File: config.mk
export PLATFORM = sky130hd
export DESIGN_NAME = add_seq_ctrl
export DESIGN_NICKNAME = d
export VERILOG_FILES = /design/src/rtl/add_seq_ctrl_pkg.sv /design/src/rtl/add_seq_ctrl_add2b.sv /design/src/rtl/add_seq_ctrl.sv
export SDC_FILE = /design/constraint.sdc
export NUM_CORES = 1
export LEC_CHECK = 0
export BUFFER_PORTS_ARGS = -buffer_cell sky130_fd_sc_hd__clkbuf_2
export CAP_MARGIN = 10
export CORE_UTILIZATION = 57
export DETAILED_ROUTE_END_ITERATION = 16
export PLACE_DENSITY = 0.86
export SLEW_MARGIN = 10
export SYNTH_ARGS = -nofsm -noshare
export SYNTH_HDL_FRONTEND = slang
export SYNTH_HIERARCHICAL = 1
export SYNTH_SLANG_ARGS = --single-unit
File: constraint.sdc
create_clock -name clk -period 2.6 [get_ports clk]
set_clock_uncertainty 0.05 [all_clocks]
set_input_delay 0.52 -clock clk [delete_from_list [all_inputs] [get_ports clk]]
set_output_delay 0.52 -clock clk [all_outputs]
set_load 0.02 [all_outputs]
File: src/rtl/add_seq_ctrl_pkg.sv
// Shared types and helpers for the 2-bit-per-clock add sequencer.
package add_seq_ctrl_pkg;

   typedef enum logic [1:0] {
      ST_IDLE = 2'd0,
      ST_RUN  = 2'd1,
      ST_DONE = 2'd2
   } state_t;

   // Slice counter width: enough to count WIDTH/2 slices, never narrower than 1 bit.
   function automatic int cnt_width(input int width);
      return (width / 2 > 1) ? $clog2(width / 2) : 1;
   endfunction

endpackage

File: src/rtl/add_seq_ctrl_add2b.sv
// 2-bit ripple-carry adder slice built from two full-adder cells.

module fac (
   input  logic a,
   input  logic b,
   input  logic ci,
   output logic s,
   output logic co
);

   assign s  = a ^ b ^ ci;
   assign co = (a & b) | (a & ci) | (b & ci);

endmodule

module add2b (
   input  logic [1:0] x,
   input  logic [1:0] y,
   input  logic       ci,
   output logic [1:0] s,
   output logic       co
);

   logic c_mid;

   fac u_fac0 (.a(x[0]), .b(y[0]), .ci(ci),    .s(s[0]), .co(c_mid));
   fac u_fac1 (.a(x[1]), .b(y[1]), .ci(c_mid), .s(s[1]), .co(co));

endmodule

File: src/rtl/add_seq_ctrl.sv
// Multi-cycle WIDTH-bit adder: feeds operand pairs LSB-first through one add2b
// slice, carry registered between slices, with a start/ready/done handshake.
//
//  state   | meaning
//  --------+----------------------------------------------------------
//  ST_IDLE | ready=1, waiting for start; operands sampled on start
//  ST_RUN  | one 2-bit slice per clock, WIDTH/2 clocks
//  ST_DONE | done=1 for one cycle, sum/co final; back to ST_IDLE

module add_seq_ctrl
   import add_seq_ctrl_pkg::*;
#(
   parameter int WIDTH = 8
) (
   input  logic             clk,
   input  logic             rst_n,
   input  logic             start,
   input  logic [WIDTH-1:0] a,
   input  logic [WIDTH-1:0] b,
   input  logic             ci,
   output logic             ready,
   output logic             busy,
   output logic             done,
   output logic [WIDTH-1:0] sum,
   output logic             co
);

   localparam int            CW       = cnt_width(WIDTH);
   localparam logic [CW-1:0] CNT_LAST = CW'(WIDTH / 2 - 1);

   if ((WIDTH % 2) != 0 || WIDTH < 2) begin : g_bad_width
      $error("add_seq_ctrl: WIDTH must be even and >= 2");
   end

   state_t           state, state_nx;
   logic [WIDTH-1:0] a_sh, b_sh, sum_nx;
   logic             c_reg;
   logic [CW-1:0]    cnt;
   logic [1:0]       slice_sum;
   logic             slice_co;
   logic             last_slice;

   add2b u_add2b (
      .x  (a_sh[1:0]),
      .y  (b_sh[1:0]),
      .ci (c_reg),
      .s  (slice_sum),
      .co (slice_co)
   );

   // New slice result enters at the MSB end; after WIDTH/2 shifts the word is aligned.
   if (WIDTH > 2) begin : g_sum_wide
      assign sum_nx = {slice_sum, sum[WIDTH-1:2]};
   end else begin : g_sum_narrow
      assign sum_nx = slice_sum;
   end

   assign last_slice = (cnt == CNT_LAST);

   // State, slice counter, operand shifters, carry and result registers.
   always_ff @(posedge clk or negedge rst_n) begin
      if (!rst_n) begin
         state <= ST_IDLE;
         a_sh  <= '0;
         b_sh  <= '0;
         c_reg <= 1'b0;
         cnt   <= '0;
         sum   <= '0;
         co    <= 1'b0;
      end else begin
         state <= state_nx;
         case (state)
            ST_IDLE: begin
               if (start) begin
                  a_sh  <= a;
                  b_sh  <= b;
                  c_reg <= ci;
                  cnt   <= '0;
                  sum   <= '0;
                  co    <= 1'b0;
               end
            end
            ST_RUN: begin
               a_sh  <= a_sh >> 2;
               b_sh  <= b_sh >> 2;
               sum   <= sum_nx;
               c_reg <= slice_co;
               if (last_slice) begin
                  co <= slice_co;
               end else begin
                  cnt <= cnt + 1'b1;
               end
            end
            default: ;
         endcase
      end
   end

   // Next-state and handshake outputs decoded from state.
   always_comb begin
      state_nx = state;
      ready    = 1'b0;
      busy     = 1'b0;
      done     = 1'b0;
      case (state)
         ST_IDLE: begin
            ready = 1'b1;
            if (start) state_nx = ST_RUN;
         end
         ST_RUN: begin
            busy = 1'b1;
            if (last_slice) state_nx = ST_DONE;
         end
         ST_DONE: begin
            done     = 1'b1;
            state_nx = ST_IDLE;
         end
         default: state_nx = ST_IDLE;
      endcase
   end

endmodule
# Yosys cells after proc, flatten, opt, wreduce, memory -nomap -nowiden
# Cells that the tools add are included.
# totals
out_inout_bits,12
input_bits,20
regBits,30
# op_classes
n_reduce_logical,6
addsub,1
eq_ne,6
mux,20
n_bitwise,14
# op_table
operator,n
8-bit one-hot mux with 2 select lines,3
8-bit two-way mux,3
2-bit two-way mux,4
2-bit one-hot mux with 2 select lines,2
1-bit AND,6
1-bit two-way mux,6
"2-bit != test, second input constant",3
3-bit AND reduction,2
"2-bit == test, second input constant",2
1-bit OR,4
1-bit one-hot mux with 2 select lines,2
2-bit AND reduction,2
1-bit XOR,4
"2-bit by 1-bit adder with 2-bit output, second input constant",1
"2-bit by 1-bit == test with 1-bit output, second input constant",1
2-bit zero test,1
2-bit nonzero test,1

# Depth between registers and ports, before layout
# Gate-level depths: netlist (run 1).
# depth
depth_word,8
mapped_depth,5

# By module
# Netlist (run 1), hierarchy kept.
# modules_own_cells
module,cells_each,seq_area_each_um2,area_per_inst_um2,n_inst
add_seq_ctrl,112,750.7,1401.3,1
fac,1,0.0,20.0,2

# Least setup slack after synthesis (run 1)
# Ideal clock, no wire load.
# synth_path
path_kind,register to register
from,register a_sh[0]
to,register c_reg
t_arrival_ns,1.465
slack_ns,0.962
stages_incl_launch_ff,4
cell_sequence,dfrtp_1 > fa_1 > fa_1 > o221a_2
# synth_between
elab_chain_len,7
word_cells_on_any_way,9
classes_between,mux (1); bitwise (8)
# synth_lines
element,line,rtl
"start, declared",add_seq_ctrl.sv:36,"logic [WIDTH-1:0] a_sh, b_sh, sum_nx;"
"start signal, assigned",add_seq_ctrl.sv:84,a_sh <= a_sh >> 2;
1-bit AND,add_seq_ctrl_add2b.sv:12,assign co = (a & b) | (a & ci) | (b & ci);
1-bit OR * (2 in a row),add_seq_ctrl_add2b.sv:12,
via u_add2b.c_mid,add_seq_ctrl_add2b.sv:24,logic c_mid;
1-bit AND,add_seq_ctrl_add2b.sv:12,
1-bit OR,add_seq_ctrl_add2b.sv:12,
1-bit OR *,add_seq_ctrl_add2b.sv:12,
via slice_co,add_seq_ctrl.sv:40,logic slice_co;
1-bit one-hot mux with 2 select lines *,add_seq_ctrl.sv:72,case (state)
"end signal, assigned",add_seq_ctrl.sv:77,c_reg <= ci;
"end signal, assigned",add_seq_ctrl.sv:87,c_reg <= slice_co;
"end, declared",add_seq_ctrl.sv:37,logic c_reg;
# Mark *: on every way through the listed nets, which the timed path passes. The rest lies on a longest branch.
# A chain may end at the register's enable or synchronous reset.

# Worst setup path in the final report (run 1)
# layout_path
from,register state[1]
to,output busy
# layout_between
elab_chain_len,2
# layout_lines
element,line,rtl
"start, declared",add_seq_ctrl.sv:35,"state_t state, state_nx;"
"start signal, assigned",add_seq_ctrl.sv:71,state <= state_nx;
2-bit by 1-bit == test with 1-bit output,add_seq_ctrl.sv:105,case (state)
1-bit two-way mux,add_seq_ctrl.sv:105,
"end, declared",add_seq_ctrl.sv:22,"output logic busy,"
# Every way passes these cells.

==> flow_summary.json, run 1 <==
{
  "final.setup.tns_ns": 0,
  "drv_cap": 0,
  "core_um2": 2300,
  "synth_warnings": 6,
  "grt_max_degree": 31,
  "peakVddDrop_uv": 749,
  "area_delta_synth_final_pct": 12.8,
  "required_ns": 2.03,
  "fmax_mhz": 419,
  "nets": 166,
  "p_per_area_nw_per_um2": 1250,
  "drc_errors": 0,
  "fillers": 161,
  "grt_overflow_total": 0,
  "cts_max_level": 2,
  "top_regs": "a_sh x8, b_sh x8, sum x8",
  "rsz0062_at_grt": "false",
  "leakage_nw": 0.779,
  "postCtsHoldBufs": 0,
  "end_kind": "primary output",
  "vias_per_cell": 6.18,
  "worst_slack_ns": 0.212,
  "ant_nets": 0,
  "post_cts_buffers": 0,
  "yosys_register_bits": 30,
  "clk_path_buf_depth": 2,
  "place_ws_ns": 0.598,
  "final_cell_mix": "31 x clkbuf_2, 30 x dfrtp_1, 8 x inv_1, 8 x a22o_1, 7 x o221a_2",
  "antenna_found_initial": 0,
  "cts_resized": 0,
  "period_share_pct": 91.8,
  "pin_count": 32,
  "num_rows": 17,
  "syn-cell-area_um2": 1440,
  "via_count": 1051,
  "ys_seq_area_share_pct": 52.1,
  "clk_pin_slew_ns": 0.09,
  "wl_per_cell_um": 16.2,
  "avgSynthCellArea_um2": 12.6,
  "synth_nets": 137,
  "layout_commonest_cell": "clkbuf_2",
  "io_buffers": 31,
  "gp_congestion": 0.747,
  "clock-sinks": 30,
  "dpl.hpwl_um": 1950,
  "grt_pass1_wl_um": 4580,
  "setup-violations-final": 0,
  "dieArea_um2": 2730,
  "wl_um": 2760,
  "relSlewSlack_pct": 52.4,
  "first_pass_iters": 4,
  "crit_type": "reg2out",
  "total_power_mw": 2.03,
  "hold_viol_final": 0,
  "worstMarginPinSlew_ns": 0.714,
  "drtIter0Drc": 37,
  "grt.total_usage_pct": 24.4,
  "period_needed_ns": 2.39,
  "hold_path_class": "in2async",
  "floorplan.initialDensity_pct": 62.7,
  "clkLatencyLatePin_ns": 0.32,
  "cts_root_buffer": "clkbuf_4",
  "netlist_instances": 114,
  "chipWidth_um": 52.3,
  "cts_buffers": 5,
  "drive_above_1_share_pct": 35.9,
  "ys_types": 35,
  "n_antenna_cell": 0,
  "crit_arrival_ns": 1.82,
  "chipHeight_um": 52.3,
  "worst-path-max-fanout": 23,
  "slew_viol_final": 0,
  "grt_pass1_vias": 957,
  "cts_tree": "yes",
  "cp-start-kind": "flip-flop",
  "status": "complete, no violations"
}
kinds of logic after synthesis:
| kind of cell | synth area share, % |
|---|---|
| adder cells (fa/ha/maj) | 3.65 |
| AND/OR/NAND/NOR | 16.6 |
| buffers and inverters | 6.77 |
| AO/OA/AOI/OAI | 20.9 |
| flip-flops | 52.1 |
power breakdown:
part / switching (mW) / internal (mW) / total [mW]
Sequential: 0.180 / 0.681 / 0.860
Combinational: 0.478 / 0.423 / 0.901
Clock: 0.145 / 0.122 / 0.267
Total: 0.803 / 1.23 / 2.03
final cells by class:
class	count	area, um2	area share (%)
repair buffers	32	163	10.0
multi-input cells	65	593	36.5
clock buffers	6	51.3	3.15
well taps	28	35.0	2.15
inverters	9	33.8	2.08
flip-flops and latches	30	751	46.2
stage by stage:
step                      instances  hold slack [ns]  utilization [%]  area [um2]
final                           170            0.184             70.8        1630
after global routing            170            0.229             70.8        1630
after floorplan                 114            0.174                -        1440
after detailed placement        164            0.449             68.6        1580
after global placement          164            0.431             68.6        1580
after CTS                       170            0.195             70.8        1630
worst max-delay path, stage by stage, from the launching register on:
cell	delay, ns
dfrtp_1	0.71
nand2b_1	0.39
inv_2	0.19
clkbuf_2	0.19
layer usage:
metal / wire [um] / track usage (%) / vias up
met5: 0 / 0 / -
met4: 29 / 9.65 / 0
met3: 142 / 9.28 / 4
met2: 1340 / 36.3 / 32
met1: 1250 / 32.0 / 521
li1: - / - / 494
worst paths after layout:
check	from	end	slack, ns	cells after the start
max reg2reg	state[1]	a_sh[0]	0.73	3
max in group asynchronous	rst_n	c_reg	1.86	1
min reg2reg	a_sh[6]	a_sh[6]	0.47	1
max	state[1]	busy	0.21	3
min	rst_n	b_sh[1]	0.18	1
min in group clk	a[6]	a_sh[6]	0.40	2
synthesized netlist by cell type, drive strengths merged:
| cell | number | area share (%) |
|---|---|---|
| a211o | 3 | 1.8 |
| a211oi | 2 | 1.0 |
| a21oi | 1 | 0.35 |
| a222oi | 4 | 2.8 |
| a22o | 8 | 4.9 |
| a32o | 2 | 1.4 |
| and2 | 1 | 0.43 |
| and3 | 1 | 0.43 |
| and4bb | 1 | 0.87 |
| buf | 8 | 3.8 |
| clkbuf | 2 | 0.61 |
| dfrtp | 30 | 52 |
| fa | 2 | 2.8 |
| ha | 1 | 0.87 |
| inv | 9 | 2.3 |
| nand2 | 1 | 0.26 |
| nand2b | 3 | 1.3 |
| nand3 | 1 | 0.35 |
| nand3b | 1 | 0.52 |
| nor2 | 1 | 0.26 |
| nor2b | 5 | 2.2 |
| nor3b | 4 | 2.1 |
| nor4b | 3 | 1.8 |
| nor4bb | 1 | 0.69 |
| o21ba | 1 | 0.69 |
| o21bai | 1 | 1.3 |
| o221a | 7 | 5.5 |
| o221ai | 2 | 1.2 |
| or2b | 1 | 0.52 |
| or4b | 7 | 4.9 |
Note: power is estimated with default switching activity, not from simulation.
==> run 2: changes to the inputs <==
MAX_ROUTING_LAYER = met4   (was default)
PLACE_DENSITY = default   (was 0.86)
PLACE_DENSITY_LB_ADDON = 0.3   (was default)
==> flow_summary.json, run 2 (synthesis results as in run 1) <==
{
  "status": "complete, no violations",
  "post_cts_buffers": 0,
  "drive_above_1_share_pct": 36.6,
  "chipWidth_um": 52.3,
  "r2r_end": "c_reg",
  "hold_path_class": "in2async",
  "core_um2": 2300,
  "cts_root_buffer": "clkbuf_4",
  "cts_buffers": 5,
  "cts_max_level": 2,
  "clk_path_buf_depth": 2,
  "postCtsHoldBufs": 0,
  "pwr-share-comb_pct": 45.7,
  "rsz0062_at_grt": "false",
  "reg2reg_depth": 3,
  "place_ws_ns": 0.791,
  "chipHeight_um": 52.3,
  "top_regs": "a_sh x8, b_sh x8, sum x8",
  "worstMarginPinSlew_ns": 0.727,
  "fillers": 154,
  "r2r_setup_slack_ns": 0.89,
  "clk_pin_slew_ns": 0.09,
  "setup-violations-final": 0,
  "wl_um": 2780,
  "grt_pass1_wl_um": 4570,
  "io_buffers": 31,
  "cts_tree": "yes",
  "cts_resized": 0,
  "peakVddDrop_uv": 809,
  "gp_congestion": 0.772,
  "worst-path-max-fanout": 14,
  "final_cell_mix": "31 x clkbuf_2, 30 x dfrtp_1, 8 x inv_1, 8 x a22o_1, 7 x o221a_2",
  "cp-start-kind": "flip-flop",
  "drtIter0Drc": 25,
  "area_delta_synth_final_pct": 14.0,
  "ant_nets": 0,
  "period_needed_ns": 2.18,
  "dieArea_um2": 2730,
  "num_rows": 17,
  "final_area_um2": 1640,
  "final_cells": 173,
  "p_clk_share_pct": 13.9,
  "grt.total_usage_pct": 24.6,
  "placedCellCount": 165,
  "via_count": 1052,
  "drv_cap": 0,
  "grt_max_degree": 31,
  "grt_pass1_vias": 1007,
  "clkLatencyLatePin_ns": 0.33,
  "p_int_mw": 1.24,
  "required_ns": 2.03,
  "total_power_mw": 2.05,
  "place_area_um2": 1580,
  "nets": 167,
  "pin_count": 32,
  "crit_type": "reg2out",
  "worst_slack_ns": 0.421,
  "crit_arrival_ns": 1.61,
  "worstReg2RegStart": "a_sh[0]",
  "antenna_found_initial": 0,
  "first_pass_iters": 6,
  "hold_viol_final": 0,
  "relSlewSlack_pct": 51.6,
  "final_util_pct": 71.5,
  "n_antenna_cell": 0,
  "fmax_mhz": 459,
  "floorplan.initialDensity_pct": 62.7,
  "end_kind": "primary output",
  "vias_per_cell": 6.08,
  "layout_commonest_cell": "clkbuf_2",
  "slew_viol_final": 0,
  "wl_per_cell_um": 16.1,
  "leakage_nw": 0.790,
  "grt_overflow_total": 0,
  "final.setup.tns_ns": 0,
  "netSwitchingFraction_pct": 39.4,
  "p_per_area_nw_per_um2": 1250,
  "drc_errors": 0,
  "pwr-share-seq_pct": 40.4,
  "timing.hold.ws_ns": 0.184,
  "period_share_pct": 83.8,
  "p_sw_uw": 807,
  "clock-sinks": 30,
  "dpl.hpwl_um": 1890
}
==> run 2: cell type report <==
cell class	count	area (um2)	share of cell area, %
Clock inverter	1	5.00	0.305
Timing Repair Buffer	33	170	10.4
Multi-Input combinational cell	65	593	36.1
Clock buffer	7	55.1	3.35
Sequential cell	30	751	45.7
Inverter	9	33.8	2.06
Tap cell	28	35.0	2.13
==> run 2: power by group through the flow <==
stage | sequential (mW) | combinational [mW] | clock [mW]
after floorplan | 0.879 | 0.686 | 0
after global placement | 0.830 | 0.900 | 0
after detailed placement | 0.833 | 0.931 | 0
after CTS | 0.825 | 0.938 | 0.294
after global routing | 0.852 | 1.03 | 0.317
final | 0.828 | 0.936 | 0.285
==> run 2: metal layers <==
| metal | track usage (%) | up-vias | wire (um) |
|---|---|---|---|
| li1 | - | 500 | - |
| met1 | 33.3 | 521 | 1320 |
| met2 | 34.0 | 25 | 1280 |
| met3 | 8.70 | 6 | 135 |
| met4 | 9.21 | 0 | 46 |
| met5 | - | - | 0 |
==> run 2: worst max-delay path, stage by stage, from the launching register on <==
cell and delay, ns:
dfrtp_1 0.47, nand2b_1 0.33, inv_2 0.27, clkbuf_2 0.21
==> run 2: worst max-delay path by stage <==
stage,from,end,slack [ns],cells after the start
6_report,state[1],busy,0.42,3
5_1_grt,state[0],ready,0.30,3
4_1_cts,state[1],busy,0.41,3
3_5_place_dp,state[1],busy,0.79,3
3_3_place_gp,state[1],busy,0.85,3
2_1_floorplan,a_sh[0],c_reg,0.96,3
==> run 3: changes to the inputs <==
CORE_UTILIZATION = 53   (was 57)
clock period = 2.1 ns   (was 2.6 ns; I/O delays follow)
==> flow_summary.json, run 3 (synthesis results as in run 1) <==
{
  "required_ns": 1.63,
  "period_share_pct": 93.1,
  "grt_pass1_vias": 1027,
  "nets": 169,
  "final_util_pct": 65.8,
  "vias_per_cell": 6.10,
  "p_int_mw": 1.56,
  "leakage_nw": 0.799,
  "slew_viol_final": 0,
  "grt_overflow_total": 0,
  "multi_input_comb_area_um2": 593,
  "highest_layer": "met4",
  "fmax_mhz": 512,
  "pwr-share-seq_pct": 40.2,
  "area_delta_synth_final_pct": 15.2,
  "netSwitchingFraction_pct": 38.9,
  "floorplan.initialDensity_pct": 57.1,
  "wl_um": 2740,
  "p_sw_uw": 997,
  "via_count": 1079,
  "worstMarginPinSlew_ns": 0.734,
  "chipHeight_um": 54.2,
  "final_cell_mix": "31 x clkbuf_2, 30 x dfrtp_1, 8 x inv_1, 8 x a22o_1, 7 x o221a_2",
  "grt.total_usage_pct": 23.2,
  "drc_errors": 0,
  "chipWidth_um": 54.2,
  "gp_congestion": 0.722,
  "grt_max_degree": 31,
  "hold_path_class": "in2async",
  "cts_tree": "yes",
  "first_pass_iters": 4,
  "p_clk_share_pct": 13.9,
  "peakVddDrop_uv": 1080,
  "fillers": 207,
  "rsz0062_at_grt": "false",
  "final.setup.tns_ns": 0,
  "hold_viol_final": 0,
  "clock-sinks": 30,
  "status": "complete, no violations",
  "clk_pin_slew_ns": 0.09,
  "ant_nets": 0,
  "p_per_area_nw_per_um2": 1540,
  "setup-violations-final": 0,
  "postCtsHoldBufs": 0,
  "wl_per_cell_um": 15.5,
  "layout_commonest_cell": "clkbuf_2",
  "drtIter0Drc": 44,
  "pin_count": 32,
  "pwr-share-comb_pct": 45.9,
  "clk_path_buf_depth": 2,
  "cts_root_buffer": "clkbuf_4",
  "top_regs": "a_sh x8, b_sh x8, sum x8",
  "core_um2": 2520,
  "crit_arrival_ns": 1.48,
  "dpl.hpwl_um": 1860,
  "cts_buffers": 5,
  "period_needed_ns": 1.95,
  "dieArea_um2": 2930,
  "cts_max_level": 2,
  "wl_met2_um": 1290,
  "drive_above_1_share_pct": 37.4,
  "cp-start-kind": "flip-flop",
  "grt_pass1_wl_um": 4460,
  "dr_wl_met3_um": 93,
  "relSlewSlack_pct": 51.1,
  "crit_type": "reg2out",
  "n_antenna_cell": 0,
  "final_area_um2": 1660,
  "seqCellArea_um2": 751,
  "antenna_found_initial": 0,
  "wl_met1_um": 1260,
  "io_buffers": 31,
  "place_area_um2": 1600,
  "num_rows": 18,
  "clkLatencyLatePin_ns": 0.33,
  "worst-path-max-fanout": 14,
  "timing.hold.ws_ns": 0.0797,
  "post_cts_buffers": 0,
  "cts_resized": 0,
  "end_kind": "primary output",
  "drv_cap": 0
}
-- run 3: cell types whose count changed in the layout (fill, tap and decap cells not counted) --
cell | previous run | this run
buf_4 | 2 | 4
-- run 3: routing by layer --
| metal | global-route usage (%) | vias up |
|---|---|---|
| li1 | - | 503 |
| met1 | 28.4 | 540 |
| met2 | 32.9 | 26 |
| met3 | 6.21 | 10 |
| met4 | 15.8 | 0 |
| met5 | - | - |
-- run 3: power by group through the flow --
stage / Combinational (mW) / Sequential (mW) / Clock, mW
after floorplan: 0.849 / 1.09 / 0
after global placement: 1.14 / 1.03 / 0
after CTS: 1.18 / 1.03 / 0.374
after global routing: 1.31 / 1.07 / 0.390
after detailed placement: 1.18 / 1.04 / 0
final: 1.18 / 1.03 / 0.356
-- run 3: critical path, stage by stage, from the launching register on --
cell,delay [ns]
dfrtp_1,0.51
nand2b_1,0.23
inv_2,0.20
clkbuf_2,0.21
-- run 3: final timing paths --
kind	start	to	slack (ns)	cells past startpoint
max in group asynchronous	rst_n	b_sh[7]	1.46	1
min in group clk	a[6]	a_sh[6]	0.28	2
worst min-delay path	rst_n	b_sh[2]	0.08	1
worst max-delay path	state[1]	busy	0.15	3
worst min register to register	a_sh[6]	a_sh[6]	0.45	1
worst max register to register	a_sh[0]	c_reg	0.39	3
-- run 3: layout make-up --
type | count | share of cell area [%]
Clock inverter | 1 | 0.301
Sequential cell | 30 | 45.2
Tap cell | 30 | 2.26
Timing Repair Buffer | 35 | 11.2
Inverter | 9 | 2.03
Clock buffer | 7 | 3.32
Multi-Input combinational cell | 65 | 35.7
-- run 3: stage by stage --
stage                     total power [mW]  setup slack, ns  instances
after floorplan                       1.94            0.462        114
after global placement                2.17            0.448        169
after detailed placement              2.22            0.409        169
after CTS                             2.59            0.133        177
after global routing                  2.77           0.0602        177
final                                 2.56            0.145        177
